==> src/rtl/j1_io_pkg.sv <==
// Shared types and constants for the J1 io arbiter: FSM state encoding,
// io word width and the default host pending limit.
package j1_io_pkg;

  localparam int IO_W            = 16;
  localparam int TIMEOUT_DEFAULT = 255;

  typedef enum logic [1:0] {
    ST_IDLE = 2'd0,
    ST_PEND = 2'd1,
    ST_DONE = 2'd2
  } arb_state_e;

endpackage

==> src/rtl/j1_io_arbiter.sv <==
// J1 io bus arbiter: CPU owns the peripheral bus with zero latency, host gets
// idle slots. Optional PEND timeout enabled by macro J1_IO_ARB_TIMEOUT_EN.
module j1_io_arbiter
  import j1_io_pkg::*;
#(
  parameter int TIMEOUT_CYCLES = TIMEOUT_DEFAULT
) (
  input  logic            sys_clk_i,
  input  logic            sys_rst_n_i,
  input  logic            cpu_io_rd,
  input  logic            cpu_io_wr,
  input  logic [IO_W-1:0] cpu_io_addr,
  input  logic [IO_W-1:0] cpu_io_dout,
  output logic [IO_W-1:0] cpu_io_din,
  input  logic            host_req,
  input  logic            host_we,
  input  logic [IO_W-1:0] host_addr,
  input  logic [IO_W-1:0] host_wdata,
  output logic            host_ack,
  output logic            host_err,
  output logic [IO_W-1:0] host_rdata,
  output logic            per_rd,
  output logic            per_wr,
  output logic [IO_W-1:0] per_addr,
  output logic [IO_W-1:0] per_wdata,
  input  logic [IO_W-1:0] per_rdata,
  output logic            per_owner
);

  arb_state_e      state_q, state_d;
  logic            we_q, we_d;
  logic [IO_W-1:0] addr_q, addr_d;
  logic [IO_W-1:0] wdata_q, wdata_d;
  logic [IO_W-1:0] rdata_q, rdata_d;
  logic            ack_q, ack_d;
  logic            cpu_busy;
  logic            host_slot;
  logic            timeout_hit;

  assign cpu_busy  = cpu_io_rd | cpu_io_wr;
  // Gating with reset keeps the host path silent while reset is asserted.
  assign host_slot = (state_q == ST_PEND) && !cpu_busy && sys_rst_n_i;

  always_comb begin
    per_rd    = 1'b0;
    per_wr    = 1'b0;
    per_addr  = '0;
    per_wdata = '0;
    per_owner = 1'b0;
    if (cpu_busy) begin
      per_rd    = cpu_io_rd;
      per_wr    = cpu_io_wr;
      per_addr  = cpu_io_addr;
      per_wdata = cpu_io_dout;
    end else if (host_slot) begin
      per_rd    = ~we_q;
      per_wr    = we_q;
      per_addr  = addr_q;
      per_wdata = wdata_q;
      per_owner = 1'b1;
    end
  end

  assign cpu_io_din = per_rdata;
  assign host_rdata = rdata_q;
  assign host_ack   = ack_q & sys_rst_n_i;

`ifdef J1_IO_ARB_TIMEOUT_EN
  logic [7:0] cnt_q, cnt_d;
  logic       err_q;

  assign timeout_hit = (state_q == ST_PEND) && cpu_busy &&
                       (({1'b0, cnt_q} + 9'd1) == 9'(TIMEOUT_CYCLES));

  always_comb begin
    cnt_d = cnt_q;
    if (state_q == ST_IDLE && host_req) begin
      cnt_d = '0;
    end else if (state_q == ST_PEND && cpu_busy) begin
      cnt_d = cnt_q + 8'd1;
    end
  end

  always_ff @(posedge sys_clk_i) begin
    if (!sys_rst_n_i) begin
      cnt_q <= '0;
      err_q <= 1'b0;
    end else begin
      cnt_q <= cnt_d;
      err_q <= timeout_hit;
    end
  end

  assign host_err = err_q & sys_rst_n_i;
`else
  assign timeout_hit = 1'b0;
  assign host_err    = 1'b0;
`endif

  always_comb begin
    state_d = state_q;
    we_d    = we_q;
    addr_d  = addr_q;
    wdata_d = wdata_q;
    rdata_d = rdata_q;
    ack_d   = 1'b0;
    case (state_q)
      ST_IDLE: begin
        if (host_req) begin
          we_d    = host_we;
          addr_d  = host_addr;
          wdata_d = host_wdata;
          state_d = ST_PEND;
        end
      end
      ST_PEND: begin
        if (host_slot) begin
          if (!we_q) begin
            rdata_d = per_rdata;
          end
          ack_d   = 1'b1;
          state_d = ST_DONE;
        end else if (timeout_hit) begin
          // Abort path: no strobe was issued, read data stays as it was.
          ack_d   = 1'b1;
          state_d = ST_DONE;
        end
      end
      ST_DONE: state_d = ST_IDLE;
      default: state_d = ST_IDLE;
    endcase
  end

  always_ff @(posedge sys_clk_i) begin
    if (!sys_rst_n_i) begin
      state_q <= ST_IDLE;
      we_q    <= 1'b0;
      addr_q  <= '0;
      wdata_q <= '0;
      rdata_q <= '0;
      ack_q   <= 1'b0;
    end else begin
      state_q <= state_d;
      we_q    <= we_d;
      addr_q  <= addr_d;
      wdata_q <= wdata_d;
      rdata_q <= rdata_d;
      ack_q   <= ack_d;
    end
  end

endmodule

==> config.mk <==
export PLATFORM = sky130hd
export DESIGN_NAME = j1_io_arbiter
export DESIGN_NICKNAME = d
export VERILOG_FILES = /design/src/rtl/j1_io_pkg.sv /design/src/rtl/j1_io_arbiter.sv
export SDC_FILE = /design/constraint.sdc
export NUM_CORES = 1
export LEC_CHECK = 0
export CAP_MARGIN = 20
export CORE_ASPECT_RATIO = 1.75
export CORE_MARGIN = 2
export CORE_UTILIZATION = 37
export CTS_CLUSTER_SIZE = 10
export DETAILED_ROUTE_END_ITERATION = 8
export PLACE_DENSITY = 0.89
export SLEW_MARGIN = 20
export SYNTH_ARGS = -nofsm -noshare
export SYNTH_HDL_FRONTEND = slang
export SYNTH_SLANG_ARGS = --single-unit
==> constraint.sdc <==
create_clock -name sys_clk_i -period 1.7 [get_ports sys_clk_i]
set_input_delay 0.34 -clock sys_clk_i [delete_from_list [all_inputs] [get_ports sys_clk_i]]
set_output_delay 0.34 -clock sys_clk_i [all_outputs]
set_load 0.005 [all_outputs]
==> out/qor.yml, run 1 <==
global_route:
  grt_overflow: 0
  antenna_found_initial: 0
  first_global_vias: 2555
  wire_length_of_the_first_global_routing_pass_um: 12000
  grtUsageTotal_pct: 20.7
  grt_start_max_net_pins: 53
yosys:
  synth.ff_latch_count: 52
  synthesis.instances: 289
  synth_cell_type_count: 26
  synth_top_flop_cell: "sky130_fd_sc_hd__dfxtp_1"
  synthesis.area_um2: 2450
  ys_seq_area_share_pct: 42.5
  syn_area_per_cell_um2: 8.47
  synth_edf_count: 0
  synth_nets: 375
  proportion_of_synthesized_flip_flops_having_asynchronous_set_or_reset_pct: 0
  synthesis.yosys.warnings: 0
worst_setup_path:
  crit_path_end_kind: "primary output"
  worstSetupStartpointType: "flop"
  crit_path_max_fanout: 7
  arrival_time_reported_for_the_critical_path_endpoint_ns: 1.67
  timing.setup.critical_path_class: "flop to primary output"
  crit_required_ns: 1.36
die:
  core_region_area_um2: 6490
  die_w_um: 65.5
  die_h_um: 112
  initial_core_util_pct: 37.7
  dieArea_um2: 7310
  floorplan.rows: 39
  pin_count: 155
worst_hold_path:
  min-delay-path-class: "flop to flop"
clock_tree:
  cts.htree.levels: 2
  clock_latency_ns: 0.28
  postCtsHoldBufs: 0
  clock_path_buffers: 2
  clock_tree_from_tritoncts: "done"
  cts_buffers: 5
  numClockSinks: 52
  cts.root.buffer_cell: "sky130_fd_sc_hd__clkbuf_16"
  cts_clock_pin_slew_for_the_worst_setup_and_hold_paths_ns: 0.06
drt:
  detail_route.wl_per_cell_um: 15.2
  post-route-drc-count: 0
  first_pass_iters: 4
  route.final.wire_length_um: 7840
  route.detailed.vias_per_inst: 5.03
  antenna_left: 0
  initialDrtViolationCount: 119
  detailroute.via_count: 2603
placement:
  port-buffer-count: 153
  globalplace.congestion: 0.795
  dp_cells: 498
  post-dp-hpwl_um: 5380
  dp_area_um2: 3970
  place_ws_ns: -0.753
status:
  violations: "negative setup slack"
  run_status: "complete, but fails checks"
finish:
  mostFrequentLayoutCell: "sky130_fd_sc_hd__clkdlybuf4s50_1"
  layout.cell_area.non_filler_um2: 4150
  final_core_util_pct: 63.9
  area.growth.synth_to_final_pct: 69.4
  fin_nets: 520
  layout.cells.most_common_list: "sky130_fd_sc_hd__clkdlybuf4s50_1, sky130_fd_sc_hd__nand2_1, sky130_fd_sc_hd__dfxtp_1, sky130_fd_sc_hd__buf_2, sky130_fd_sc_hd__a21boi_0"
  final_cell_count_no_fill: 517
  antennaDiodeCount: 0
  post_route_cells_drive_above_1_share_pct: 18.4
job:
  drv.max_cap_violation_count: 0
sta:
  max_freq_mhz: 497
  timing.final.crit_period_ns: 2.01
  finalHoldWorstSlack_ns: 0.463
  finalSetupViolations: 35
  timing.final.hold_violations: 0
  worst_clock_skew_ns: 0.00331
  grt_setup_unrepaired: "yes"
  setup_slack_ns: -0.310
  timing_max_transition_violations_final: 0
  final_min_period_over_clock_period_pct: 118
  fin_tns_setup_ns: -8.19
power_and_ir_drop:
  total_power_mw: 2.95
  total_leakage_power_nw: 1.70
  pwr_density_cell_nw_per_um2: 712
  maximum_vdd_drop_v: 0.000550
==> synth_stat cells (2+ instances only) <==
cell                       number  share of area [%]
sky130_fd_sc_hd__nand4_1        2               0.51
sky130_fd_sc_hd__buf_6          6                2.8
sky130_fd_sc_hd__clkbuf_1      12                1.8
sky130_fd_sc_hd__nor2b_1        2               0.51
sky130_fd_sc_hd__a21boi_0      33                 10
sky130_fd_sc_hd__nand2_1       82                 13
sky130_fd_sc_hd__buf_2          7                1.4
sky130_fd_sc_hd__buf_4         17                5.2
sky130_fd_sc_hd__a22o_1        32                 11
sky130_fd_sc_hd__nand3_1       14                2.9
sky130_fd_sc_hd__dfxtp_1       52                 43
sky130_fd_sc_hd__o21ai_0       16                3.3
==> area by class of cell <==
| type | count | area [um^2] |
|---|---|---|
| Tap cell | 82 | 103 |
| Multi-Input combinational cell | 194 | 1140 |
| Clock buffer | 6 | 139 |
| Clock inverter | 2 | 10.0 |
| Sequential cell | 52 | 1040 |
| Fill cell | 537 | 2340 |
| Timing Repair Buffer | 181 | 1710 |
==> critical path: stages (launching register included) <==
cell and delay, ns:
sky130_fd_sc_hd__dfxtp_2 0.32, sky130_fd_sc_hd__and3b_4 0.29, sky130_fd_sc_hd__nor2b_4 0.19, sky130_fd_sc_hd__buf_12 0.12, sky130_fd_sc_hd__buf_8 0.11, sky130_fd_sc_hd__buf_16 0.12
sky130_fd_sc_hd__a22o_1 0.12, sky130_fd_sc_hd__buf_2 0.10
==> path summary, 6_finish.rpt <==
check / from / to / slack, ns / cells past startpoint
max: state_q[1] / per_addr[7] / -0.31 / 7
min: host_rdata[4] / host_rdata[4] / 0.46 / 2
max reg2reg: state_q[1] / host_rdata[6] / 0.27 / 7
min reg2reg: host_rdata[4] / host_rdata[4] / 0.46 / 2
==> flip-flops by register name, summed over array words and instances (netlist names) <==
name	cells
ack_q	1
state_q	2
host_rdata	16
wdata_q	16
we_q	1
addr_q	16
==> metal layers <==
| layer | wire (um) | vias to the layer above | global-route usage (%) |
|---|---|---|---|
| li1 | - | 1260 | - |
| met1 | 2790 | 1212 | 20.4 |
| met2 | 4240 | 112 | 39.9 |
| met3 | 614 | 19 | 5.35 |
| met4 | 204 | 0 | 7.36 |
| met5 | 0 | - | 0 |
==> kinds of logic (layout without fill, tap and decap cells) <==
kind of cell / Yosys count / in the layout / synth area share (%)
buffers and inverters: 43 / 189 / 11.5
AND/OR/NAND/NOR: 110 / 110 / 20.4
flip-flops: 52 / 52 / 42.5
AO/OA/AOI/OAI: 83 / 83 / 25.5
other: 1 / 1 / 0.153
==> where the power goes <==
part	leakage [nW]	internal [mW]	total, mW	switching, mW
clock	0.0766	0.581	1.00	0.421
combinational	1.19	0.401	0.637	0.236
sequential	0.425	1.28	1.31	0.0328
==> timing repair <==
item,CTS,global route
setup buffers,10,2
pin swaps,24,23
cloned,3,0
endpoints found under the hold margin,0,0
endpoints found under the setup margin,35,40
gates resized for setup,163,8
Power figures use the tool's default switching activity.
==> inputs of run 2 (changes only) <==
--- a/config.mk
+++ b/config.mk
@@ -6,13 +6,12 @@
 export NUM_CORES = 1
 export LEC_CHECK = 0
 export CAP_MARGIN = 20
-export CORE_ASPECT_RATIO = 1.75
 export CORE_MARGIN = 2
 export CORE_UTILIZATION = 37
 export CTS_CLUSTER_SIZE = 10
 export DETAILED_ROUTE_END_ITERATION = 8
 export PLACE_DENSITY = 0.89
-export SLEW_MARGIN = 20
+export SLEW_MARGIN = 10
 export SYNTH_ARGS = -nofsm -noshare
 export SYNTH_HDL_FRONTEND = slang
 export SYNTH_SLANG_ARGS = --single-unit
==> run 2 against run 1 <==
The run still ends with negative setup slack left. Cell count is 2.3% lower. Via count shrank 2.7%. Sequential power is essentially flat. Clock skew grew 0.0017 ns. Maximum frequency fell by 0.34%. Worst setup slack worse by 0.0069 ns. Sequential share of layout area increased by 0.18 points. Sequential cell count unchanged. Register-to-register slack gained 0.06 ns. Non-clock buffer count decreased by 7. Global-route usage decreased by 0.59 points. Critical path depth stayed put. Largest cell class unchanged. Largest power group unchanged.
==> out/qor.yml, run 2 (synthesis results as in run 1) <==
placement:
  place_ws_ns: -0.719
  dp_area_um2: 3940
  dp_cells: 488
  post-dp-hpwl_um: 5050
  port-buffer-count: 153
  globalplace.congestion: 0.756
global_route:
  wire_length_of_the_first_global_routing_pass_um: 11900
  met1_track_demand_over_resource_in_global_routing_pct: 24.5
  gr-usage-met3_pct: 5.54
  gr_layer_usage_met2_pct: 35.6
  grtUsageTotal_pct: 20.1
  first_global_vias: 2443
  antenna_found_initial: 0
  grt_overflow: 0
  grt_start_max_net_pins: 36
  global_route.peak_usage_layer: "met2"
sta:
  grt_setup_unrepaired: "yes"
  timing.final.hold_violations: 0
  worst_clock_skew_ns: 0.00502
  timing_max_transition_violations_final: 0
  finalSetupViolations: 35
  final_min_period_over_clock_period_pct: 119
  setup_slack_ns: -0.317
  fin_tns_setup_ns: -8.70
  finalHoldWorstSlack_ns: 0.465
  timing.final.crit_period_ns: 2.02
  max_freq_mhz: 496
worst_setup_path:
  timing.setup.critical_path_class: "flop to primary output"
  critical_register_to_register_path_endpoint: "addr_q[5]"
  startpoint: "state_q[1]"
  reg2reg_depth: 5
  setup.worst_path.end: "per_wdata[2]"
  crit-reg2reg-launch: "state_q[1]"
  arrival_time_reported_for_the_critical_path_endpoint_ns: 1.68
  timing.reg2reg.setup_slack_ns: 0.33
  crit_required_ns: 1.36
  crit_path_end_kind: "primary output"
  crit_path_max_fanout: 5
  worstSetupStartpointType: "flop"
drt:
  detailroute.via_count: 2533
  route.detailed.vias_per_inst: 5.02
  first_pass_iters: 4
  route.final.wire_length_um: 7610
  detail_route.wl_per_cell_um: 15.1
  post-route-drc-count: 0
  initialDrtViolationCount: 75
  antenna_left: 0
finish:
  area.growth.synth_to_final_pct: 68.1
  mostFrequentLayoutCell: "sky130_fd_sc_hd__clkdlybuf4s50_1"
  final_core_util_pct: 64.4
  fillCellCount: 510
  antennaDiodeCount: 0
  layout.cell_area.non_filler_um2: 4120
  fin_nets: 513
  layout.cells.most_common_list: "sky130_fd_sc_hd__clkdlybuf4s50_1, sky130_fd_sc_hd__nand2_1, sky130_fd_sc_hd__dfxtp_1, sky130_fd_sc_hd__buf_2, sky130_fd_sc_hd__a21boi_0"
  final_cell_count_no_fill: 505
  post_route_cells_drive_above_1_share_pct: 17.1
die:
  die_w_um: 85.3
  dieArea_um2: 7280
  pin_count: 155
  die_h_um: 85.3
  core_region_area_um2: 6390
  floorplan.rows: 29
  initial_core_util_pct: 38.3
power_and_ir_drop:
  total_power_mw: 3.07
  maximum_vdd_drop_v: 0.000395
  pwr_density_cell_nw_per_um2: 746
  total_leakage_power_nw: 1.66
clock_tree:
  clock_path_buffers: 2
  cts.root.buffer_cell: "sky130_fd_sc_hd__clkbuf_8"
  numClockSinks: 52
  clock_latency_ns: 0.30
  cts_buffers: 5
  postCtsHoldBufs: 0
  cts_clock_pin_slew_for_the_worst_setup_and_hold_paths_ns: 0.09
  clock_tree_from_tritoncts: "done"
  cts.htree.levels: 2
status:
  run_status: "complete, but fails checks"
  violations: "negative setup slack"
worst_hold_path:
  worst_hold_startpoint: "host_rdata[12]"
  min-delay-path-class: "flop to flop"
job:
  drv.max_cap_violation_count: 0
[run 2: cell types whose count changed in the layout (fill, tap and decap cells not counted), moves of 2 or more]
cell                              before  now
sky130_fd_sc_hd__clkinv_2              2    0
sky130_fd_sc_hd__buf_8                 3    0
sky130_fd_sc_hd__clkbuf_8              1    5
sky130_fd_sc_hd__buf_4                15    9
sky130_fd_sc_hd__clkdlybuf4s50_1     110  112
sky130_fd_sc_hd__dlymetal6s2s_1        5    3
sky130_fd_sc_hd__bufinv_16             0    3
sky130_fd_sc_hd__buf_12                4    6
sky130_fd_sc_hd__clkbuf_16             5    0
[run 2: what timing repair did]
| action | CTS | global route |
|---|---|---|
| pin swaps | 1 | 9 |
| setup buffers | 6 | 3 |
| resized for setup | 147 | 15 |
| setup endpoints to repair | 36 | 38 |
| cloned | 5 | 0 |
[run 2: worst min path at each step]
stage          slack [ns]  cells after the start        endpoint
6_report             0.47                      2  host_rdata[12]
5_1_grt              0.48                      2   host_rdata[0]
4_1_cts              0.46                      2   host_rdata[0]
3_5_place_dp         0.45                      2   host_rdata[0]
3_3_place_gp         0.44                      2  host_rdata[15]
2_1_floorplan        0.44                      2       addr_q[0]
[run 2: area by class of cell]
cell class	count	area, um^2	share of cell area, %
clock buffer	5	68.8	1.67
tap	77	96.3	2.34
multi-input combinational	194	1140	27.7
clock inverter	3	90.1	2.19
sequential	52	1040	25.3
timing repair buffer	174	1680	40.8
[run 2: power breakdown]
group	leakage [nW]	total [mW]	switching, mW	internal [mW]
clock network	0.0784	1.13	0.391	0.736
logic	1.15	0.629	0.230	0.398
registers	0.425	1.31	0.0340	1.28
total	1.66	3.07	0.656	2.41
[run 2: per-layer routing]
metal | vias to the layer above | routed length (um)
li1 | 1247 | -
met1 | 1153 | 3140
met2 | 123 | 3730
met3 | 10 | 649
met4 | 0 | 94
met5 | - | 0
[run 2: worst max-delay path: stages, from the launching register on]
cell	delay (ns)
sky130_fd_sc_hd__dfxtp_2	0.33
sky130_fd_sc_hd__and3b_4	0.31
sky130_fd_sc_hd__nor2b_4	0.16
sky130_fd_sc_hd__buf_12	0.13
sky130_fd_sc_hd__buf_12	0.11
sky130_fd_sc_hd__buf_16	0.11
sky130_fd_sc_hd__a22o_1	0.12
sky130_fd_sc_hd__buf_2	0.10
